`config.mk`:
```
export PLATFORM = sky130hd
export DESIGN_NAME = idecode_stage
export DESIGN_NICKNAME = d
export VERILOG_FILES = /design/src/rtl/pipe_pkg.sv /design/src/rtl/idecode_stage_reg_file.sv /design/src/rtl/idecode_stage.sv
export SDC_FILE = /design/constraint.sdc
export NUM_CORES = 2
export LEC_CHECK = 0
export CORE_UTILIZATION = 55
export DETAILED_ROUTE_END_ITERATION = 8
export PLACE_DENSITY = 0.78
export SYNTH_ARGS = -nofsm -noshare
export SYNTH_HDL_FRONTEND = slang
export SYNTH_SLANG_ARGS = --single-unit
export TNS_END_PERCENT = 1
```
`constraint.sdc`:
```
create_clock -name clk -period 1.5 [get_ports clk]
set_input_delay 0.3 -clock clk [delete_from_list [all_inputs] [get_ports clk]]
set_output_delay 0.3 -clock clk [all_outputs]
set_load 0.03 [all_outputs]
```
`src/rtl/pipe_pkg.sv`:
```
// Shared types and constants for the RV32I-subset pipeline decode stage.
package pipe_pkg;

    localparam int XLEN   = 32;
    localparam int NREGS  = 32;
    localparam int REG_AW = 5;

    localparam logic [6:0] OP_LOAD   = 7'b0000011;
    localparam logic [6:0] OP_STORE  = 7'b0100011;
    localparam logic [6:0] OP_RTYPE  = 7'b0110011;
    localparam logic [6:0] OP_ITYPE  = 7'b0010011;
    localparam logic [6:0] OP_BRANCH = 7'b1100011;
    localparam logic [6:0] OP_JAL    = 7'b1101111;

    localparam logic [2:0] F3_ADD = 3'b000;
    localparam logic [2:0] F3_SLT = 3'b010;
    localparam logic [2:0] F3_OR  = 3'b110;
    localparam logic [2:0] F3_AND = 3'b111;
    localparam logic [2:0] F3_LW  = 3'b010;
    localparam logic [2:0] F3_SW  = 3'b010;
    localparam logic [2:0] F3_BEQ = 3'b000;

    typedef enum logic [1:0] {
        IMM_I = 2'b00,
        IMM_S = 2'b01,
        IMM_B = 2'b10,
        IMM_J = 2'b11
    } imm_src_t;

    typedef enum logic [2:0] {
        ALU_ADD = 3'b000,
        ALU_SUB = 3'b001,
        ALU_AND = 3'b010,
        ALU_OR  = 3'b011,
        ALU_SLT = 3'b101
    } alu_ctrl_t;

    typedef enum logic [1:0] {
        RES_ALU = 2'b00,
        RES_MEM = 2'b01,
        RES_PC4 = 2'b10
    } result_src_t;

    // Contents of the ID/EX pipeline register; all-zero is a bubble.
    typedef struct packed {
        logic [XLEN-1:0]   rd1;
        logic [XLEN-1:0]   rd2;
        logic [XLEN-1:0]   pc;
        logic [XLEN-1:0]   pc_plus4;
        logic [XLEN-1:0]   imm_ext;
        logic [REG_AW-1:0] rs1;
        logic [REG_AW-1:0] rs2;
        logic [REG_AW-1:0] rd;
        logic              reg_write;
        logic              mem_write;
        logic              jump;
        logic              branch;
        logic              alu_src;
        result_src_t       result_src;
        alu_ctrl_t         alu_ctrl;
    } idex_t;

    // True for the funct3 values the ALU subset implements.
    function automatic logic alu_f3_ok(input logic [2:0] f3);
        return (f3 == F3_ADD) || (f3 == F3_SLT) || (f3 == F3_OR) || (f3 == F3_AND);
    endfunction

    // Map funct3 to an ALU operation; sub is only chosen when the caller allows it.
    function automatic alu_ctrl_t alu_from_f3(input logic [2:0] f3, input logic sub);
        alu_ctrl_t op;
        case (f3)
            F3_ADD:  op = sub ? ALU_SUB : ALU_ADD;
            F3_SLT:  op = ALU_SLT;
            F3_OR:   op = ALU_OR;
            F3_AND:  op = ALU_AND;
            default: op = ALU_ADD;
        endcase
        return op;
    endfunction

endpackage

```
`src/rtl/idecode_stage_reg_file.sv`:
```
// 32x32 register file: two combinational read ports with write-through bypass,
// one synchronous write port, x0 hardwired to zero, async active-low clear.
module reg_file
    import pipe_pkg::*;
(
    input  logic              clk,
    input  logic              reset,
    input  logic [REG_AW-1:0] ra1,
    input  logic [REG_AW-1:0] ra2,
    input  logic              we,
    input  logic [REG_AW-1:0] wa,
    input  logic [XLEN-1:0]   wd,
    output logic [XLEN-1:0]   rd1,
    output logic [XLEN-1:0]   rd2
);

    logic [XLEN-1:0] regs [NREGS];
    logic            wr_live;

    assign wr_live = we && (wa != '0);

    // Clear every register on reset; otherwise commit writes, dropping any aimed at x0.
    always_ff @(posedge clk or negedge reset) begin
        if (!reset) begin
            for (int i = 0; i < NREGS; i++) begin
                regs[i] <= '0;
            end
        end else if (wr_live) begin
            regs[wa] <= wd;
        end
    end

    // Port 1: x0 reads zero, a same-cycle write to the address is forwarded.
    always_comb begin
        rd1 = regs[ra1];
        if (ra1 == '0) begin
            rd1 = '0;
        end else if (wr_live && (wa == ra1)) begin
            rd1 = wd;
        end
    end

    // Port 2: same rules as port 1.
    always_comb begin
        rd2 = regs[ra2];
        if (ra2 == '0) begin
            rd2 = '0;
        end else if (wr_live && (wa == ra2)) begin
            rd2 = wd;
        end
    end

endmodule

```
`src/rtl/idecode_stage.sv`:
```
// Decode stage: control decode, register read, immediate extension and the
// ID/EX register feeding execute. Register fields are passed through raw.
module idecode_stage
    import pipe_pkg::*;
(
    input  logic              clk,
    input  logic              reset,
    input  logic [XLEN-1:0]   InstrD,
    input  logic [XLEN-1:0]   PCD,
    input  logic [XLEN-1:0]   PCPlus4D,
    input  logic              FlushE,
    input  logic              RegWriteW,
    input  logic [REG_AW-1:0] RdW,
    input  logic [XLEN-1:0]   ResultW,
    output logic [REG_AW-1:0] Rs1D,
    output logic [REG_AW-1:0] Rs2D,
    output logic [XLEN-1:0]   RD1E,
    output logic [XLEN-1:0]   RD2E,
    output logic [XLEN-1:0]   PCE,
    output logic [XLEN-1:0]   PCPlus4E,
    output logic [XLEN-1:0]   ImmExtE,
    output logic [REG_AW-1:0] Rs1E,
    output logic [REG_AW-1:0] Rs2E,
    output logic [REG_AW-1:0] RdE,
    output logic              RegWriteE,
    output logic              MemWriteE,
    output logic              JumpE,
    output logic              BranchE,
    output logic              ALUSrcE,
    output logic [1:0]        ResultSrcE,
    output logic [2:0]        ALUControlE
);

    logic [6:0]      opcode;
    logic [2:0]      funct3;
    logic            funct7_b5;
    logic [XLEN-1:0] rd1;
    logic [XLEN-1:0] rd2;

    logic            reg_write;
    logic            mem_write;
    logic            jump;
    logic            branch;
    logic            alu_src;
    result_src_t     result_src;
    alu_ctrl_t       alu_ctrl;
    imm_src_t        imm_src;
    logic            imm_used;
    logic [XLEN-1:0] imm_ext;

    idex_t           idex_d;
    idex_t           idex_q;

    assign opcode    = InstrD[6:0];
    assign funct3    = InstrD[14:12];
    assign funct7_b5 = InstrD[30];
    assign Rs1D      = InstrD[19:15];
    assign Rs2D      = InstrD[24:20];

    reg_file u_reg_file (
        .clk   (clk),
        .reset (reset),
        .ra1   (Rs1D),
        .ra2   (Rs2D),
        .we    (RegWriteW),
        .wa    (RdW),
        .wd    (ResultW),
        .rd1   (rd1),
        .rd2   (rd2)
    );

    // Main decoder: unsupported opcode/funct3 combinations leave every control bit at zero.
    always_comb begin
        reg_write  = 1'b0;
        mem_write  = 1'b0;
        jump       = 1'b0;
        branch     = 1'b0;
        alu_src    = 1'b0;
        result_src = RES_ALU;
        alu_ctrl   = ALU_ADD;
        imm_src    = IMM_I;
        imm_used   = 1'b0;
        case (opcode)
            OP_LOAD: begin
                if (funct3 == F3_LW) begin
                    reg_write  = 1'b1;
                    alu_src    = 1'b1;
                    result_src = RES_MEM;
                    imm_src    = IMM_I;
                    imm_used   = 1'b1;
                end
            end
            OP_STORE: begin
                if (funct3 == F3_SW) begin
                    mem_write = 1'b1;
                    alu_src   = 1'b1;
                    imm_src   = IMM_S;
                    imm_used  = 1'b1;
                end
            end
            OP_RTYPE: begin
                if (alu_f3_ok(funct3)) begin
                    reg_write = 1'b1;
                    alu_ctrl  = alu_from_f3(funct3, funct7_b5);
                end
            end
            OP_ITYPE: begin
                if (alu_f3_ok(funct3)) begin
                    reg_write = 1'b1;
                    alu_src   = 1'b1;
                    alu_ctrl  = alu_from_f3(funct3, 1'b0);
                    imm_src   = IMM_I;
                    imm_used  = 1'b1;
                end
            end
            OP_BRANCH: begin
                if (funct3 == F3_BEQ) begin
                    branch   = 1'b1;
                    alu_ctrl = ALU_SUB;
                    imm_src  = IMM_B;
                    imm_used = 1'b1;
                end
            end
            OP_JAL: begin
                jump       = 1'b1;
                reg_write  = 1'b1;
                result_src = RES_PC4;
                imm_src    = IMM_J;
                imm_used   = 1'b1;
            end
            default: begin
            end
        endcase
    end

    // Sign-extend the immediate for the decoded format; zero when no immediate applies.
    always_comb begin
        imm_ext = '0;
        if (imm_used) begin
            case (imm_src)
                IMM_I:   imm_ext = {{20{InstrD[31]}}, InstrD[31:20]};
                IMM_S:   imm_ext = {{20{InstrD[31]}}, InstrD[31:25], InstrD[11:7]};
                IMM_B:   imm_ext = {{19{InstrD[31]}}, InstrD[31], InstrD[7], InstrD[30:25], InstrD[11:8], 1'b0};
                IMM_J:   imm_ext = {{11{InstrD[31]}}, InstrD[31], InstrD[19:12], InstrD[20], InstrD[30:21], 1'b0};
                default: imm_ext = '0;
            endcase
        end
    end

    // Gather everything execute needs into one record.
    always_comb begin
        idex_d            = '0;
        idex_d.rd1        = rd1;
        idex_d.rd2        = rd2;
        idex_d.pc         = PCD;
        idex_d.pc_plus4   = PCPlus4D;
        idex_d.imm_ext    = imm_ext;
        idex_d.rs1        = Rs1D;
        idex_d.rs2        = Rs2D;
        idex_d.rd         = InstrD[11:7];
        idex_d.reg_write  = reg_write;
        idex_d.mem_write  = mem_write;
        idex_d.jump       = jump;
        idex_d.branch     = branch;
        idex_d.alu_src    = alu_src;
        idex_d.result_src = result_src;
        idex_d.alu_ctrl   = alu_ctrl;
    end

    // ID/EX register: reset or a flush loads a bubble, otherwise capture the decoded instruction.
    always_ff @(posedge clk or negedge reset) begin
        if (!reset) begin
            idex_q <= '0;
        end else if (FlushE) begin
            idex_q <= '0;
        end else begin
            idex_q <= idex_d;
        end
    end

    assign RD1E        = idex_q.rd1;
    assign RD2E        = idex_q.rd2;
    assign PCE         = idex_q.pc;
    assign PCPlus4E    = idex_q.pc_plus4;
    assign ImmExtE     = idex_q.imm_ext;
    assign Rs1E        = idex_q.rs1;
    assign Rs2E        = idex_q.rs2;
    assign RdE         = idex_q.rd;
    assign RegWriteE   = idex_q.reg_write;
    assign MemWriteE   = idex_q.mem_write;
    assign JumpE       = idex_q.jump;
    assign BranchE     = idex_q.branch;
    assign ALUSrcE     = idex_q.alu_src;
    assign ResultSrcE  = idex_q.result_src;
    assign ALUControlE = idex_q.alu_ctrl;

endmodule

```
==> impl_metrics.csv <==
group,metric,value,unit
global_routing,grt_busiest_layer,"met2",
synthesis,synth_area_leader_cell,"dfrtp_1",
worst_setup_path,critPathSlowestCell,"dfrtp_2",
sta,fin_ws,-0.256,ns
worst_setup_path,cpPeakStageDelay,0.41,ns
sta,finalCritPeriodShare,1.17,
clock_network,clock-root-buffer,"clkbuf_16",
synthesis,async_reset_ff_frac,1.00,
detailed_routing,drtAntennaViolNets,0,
clock_network,clkLatencyLatePin,0.73,ns
worst_setup_path,crit_fanout,6,
synthesis,synth_edf_count,0,
power_and_ir_drop,p_leak,34.7,nW
sta,maxSlewHeadroom,0.402,
global_routing,grt_use_met1,0.494,
global_routing,grtUsageMet3,0.117,
synthesis,yosys_warnings,0,
sta,hold_violations,0,
sta,finalHoldWorstSlack,0.0760,ns
floorplanning,fp-row-count,121,
power_and_ir_drop,p_per_area,1230,mW/mm²
worst_setup_path,worstSetupEndpointType,"output pin",
detailed_routing,viasPerCell,6.89,
detailed_routing,drt_iter0_drc,5455,
floorplanning,num_io_pins,332,
synthesis,yosysMostFrequentCell,"dfrtp_1",
sta,period_needed,1.76,ns
worst_setup_path,path_cells,"buf_4, buf_4",
finish,final_layout_size_suffix_gt1_frac,0.544,
floorplanning,die-area,0.111,mm²
placement,finalWeightedCongestion,0.899,
clock_network,clk_pin_slew_worst_paths,0.06,ns
synthesis,synth_seq_cells,1197,
global_routing,grt-ovfl-total,0,
placement,dp_worst_setup_slack,-1.13,ns
finish,fillCellCount,6754,
sta,fmax,570,MHz
synthesis,syn_nets,4363,
worst_setup_path,start_kind,"register",
run_status,status,"finished, violations left",
sta,rsz0062_at_grt,"true",
clock_network,cts_made_buffers,120,
sta,skew,0.0348,ns
synthesis,synth_common_cells,"1197 x dfrtp_1, 993 x mux2_2, 384 x mux4_2",
finish,utilization,0.712,
floorplanning,start_util,0.555,
clock_network,clockBufferDepth,3,
clock_network,cts.htree.levels,3,
placement,port_buffers,331,
synthesis,synth_area,0.0605,mm²
sta,tightestPinTransition,0.896,ns
finish,final_nets,5125,
worst_setup_path,required,1.20,ns
global_routing,grt_pass1_wl,308000,µm
sta,slew_viol_final,0,
floorplanning,core_area,0.109,mm²
detailed_routing,routed_wl,209000,µm
clock_network,numClockSinks,1197,
synthesis,synth-main-ff-cell,"dfrtp_1",
sta,setup_violations,297,
global_routing,grt_max_degree,79,
global_routing,antenna_found_initial,2,
power_and_ir_drop,peakVddDrop,0.00102,V
global_routing,grt_use_total,0.377,
floorplanning,die_y,334,µm
synthesis,synth_cells,4226,
placement,post-dp-hpwl,134000,µm
worst_setup_path,critPathArrivalTime,1.46,ns
detailed_routing,drc,0,
clock_network,cts_tree,"done",
synthesis,synthTopCellsByArea,"dfrtp_1 50%, mux2_2 18%, mux4_2 14%",
run_status,violations,"negative setup slack",
job,drv_cap,0,
worst_setup_path,path_class,"register to output pin",
synthesis,synth.distinct_cells,57,
power_and_ir_drop,total_power,95.8,mW
detailed_routing,vias,44837,
synthesis,seq_area_frac_synth,0.495,
global_routing,grt_pass1_vias,46453,
synthesis,syn_area_per_cell,14.3,µm²
worst_setup_path,crit_path_frequent_cell,"buf_4",
detailed_routing,drtPass1Iterations,6,
synthesis,synth_top_cell_area_share,0.495,
global_routing,grt_util_met2,0.566,
floorplanning,die_w,334,µm
finish,syn_to_final_growth,28.3,%
min_path,holdCritPathClass,"input pin to async pin",
detailed_routing,post_drt_wl_per_cell,32.1,µm
final cells by class:
type,count,area [µm²],area share
flip-flops and latches,1197,30000,0.387
clock buffers,172,3530,0.0455
repair buffers,1115,12500,0.161
clock inverters,50,686,0.00884
diodes,1,2.50,0.0000323
multi-input cells,2549,29100,0.375
inverters,5,21.3,0.000274
well taps,1414,1770,0.0228
per-layer routing:
metal  share of wire  up-vias
met5         0.00011        -
met4           0.057        4
met3            0.12      748
met2            0.45     3134
met1            0.37    23282
li1                -    17669
path summary, 6_finish.rpt:
check / cells after the start / slack (ns) / start / to
max in group asynchronous: 4 / 0.55 / reset / u_reg_file.regs[211]
min in group clk: 3 / 0.09 / FlushE / ALUSrcE
setup / recovery: 2 / -0.26 / ImmExtE[30] / ImmExtE[29]
hold / removal: 2 / 0.08 / reset / u_reg_file.regs[604]
hold reg to reg: 0 / 0.40 / u_reg_file.regs[1004] / u_reg_file.regs[1004]
setup reg to reg: 4 / -0.20 / u_reg_file.regs[261] / RD1E[5]
state kept, by name (all words and copies together) (netlist names), 21 cells and up:
name and cells:
ImmExtE 21, PCE 32, PCPlus4E 32, RD1E 32
RD2E 32, u_reg_file.regs 1024
metrics by stage:
stage | std cells | TNS (ns) | area, µm²
after floorplan | 4226 | -143.11 | 61000
after global placement | 6263 | -920.75 | 72100
after detailed placement | 6263 | -936.54 | 72100
after CTS | 6500 | -38.46 | 77200
after global routing | 6502 | -45.54 | 77600
final | 6503 | -36.03 | 77600
cells in the final DEF (no fill, tap or decap), types with 16 or more instances in the layout:
master,instances
a2111o_1,32
nand2_1,46
buf_12,242
clkinv_2,29
buf_4,551
clkbuf_16,121
mux2i_1,265
nand2_2,18
mux2_2,993
a221oi_1,93
o22ai_1,87
clkdlybuf4s50_1,113
mux4_2,384
or4_1,21
a21oi_2,19
nand3_1,64
a22oi_1,38
buf_6,60
a21oi_1,96
clkdlybuf4s15_2,123
clkbuf_1,20
o21ai_1,30
dfrtp_1,1169
dfrtp_2,28
clkbuf_8,31
nor2b_1,76
nor2_1,70
o21ai_0,38
bufinv_16,16
a22oi_2,41
critical path: cells and delay by family, from the launching register on:
kind / cells / cell delay, ns
buf+inv: 2 / 0.33
flops: 1 / 0.41
where the power goes:
part / internal [mW] / total [mW] / switching (mW)
combinational: 12.5 / 21.5 / 9.00
sequential: 37.8 / 42.1 / 4.31
clock: 19.0 / 32.2 / 13.2
cell families after synthesis:
kind of cell / count (synthesis) / synth area share
muxes: 1656 / 0.374
DFF: 1197 / 0.495
AOI/OAI and AO/OA: 501 / 0.0570
buffers and inverters: 480 / 0.0380
and+or+nand+nor: 382 / 0.0338
xor gates and xnor gates: 10 / 0.00170
repair_timing:
item / CTS / global route
buffers inserted: 11 / 3
resized for setup: 691 / 102
endpoints found under the setup margin: 1215 / 561
hold buffers: 1 / 0
gates cloned: 3 / 0
pin swaps: 55 / 30
endpoints found under the hold margin: 699 / 0
No activity file was read; power rests on OpenSTA's default activity.
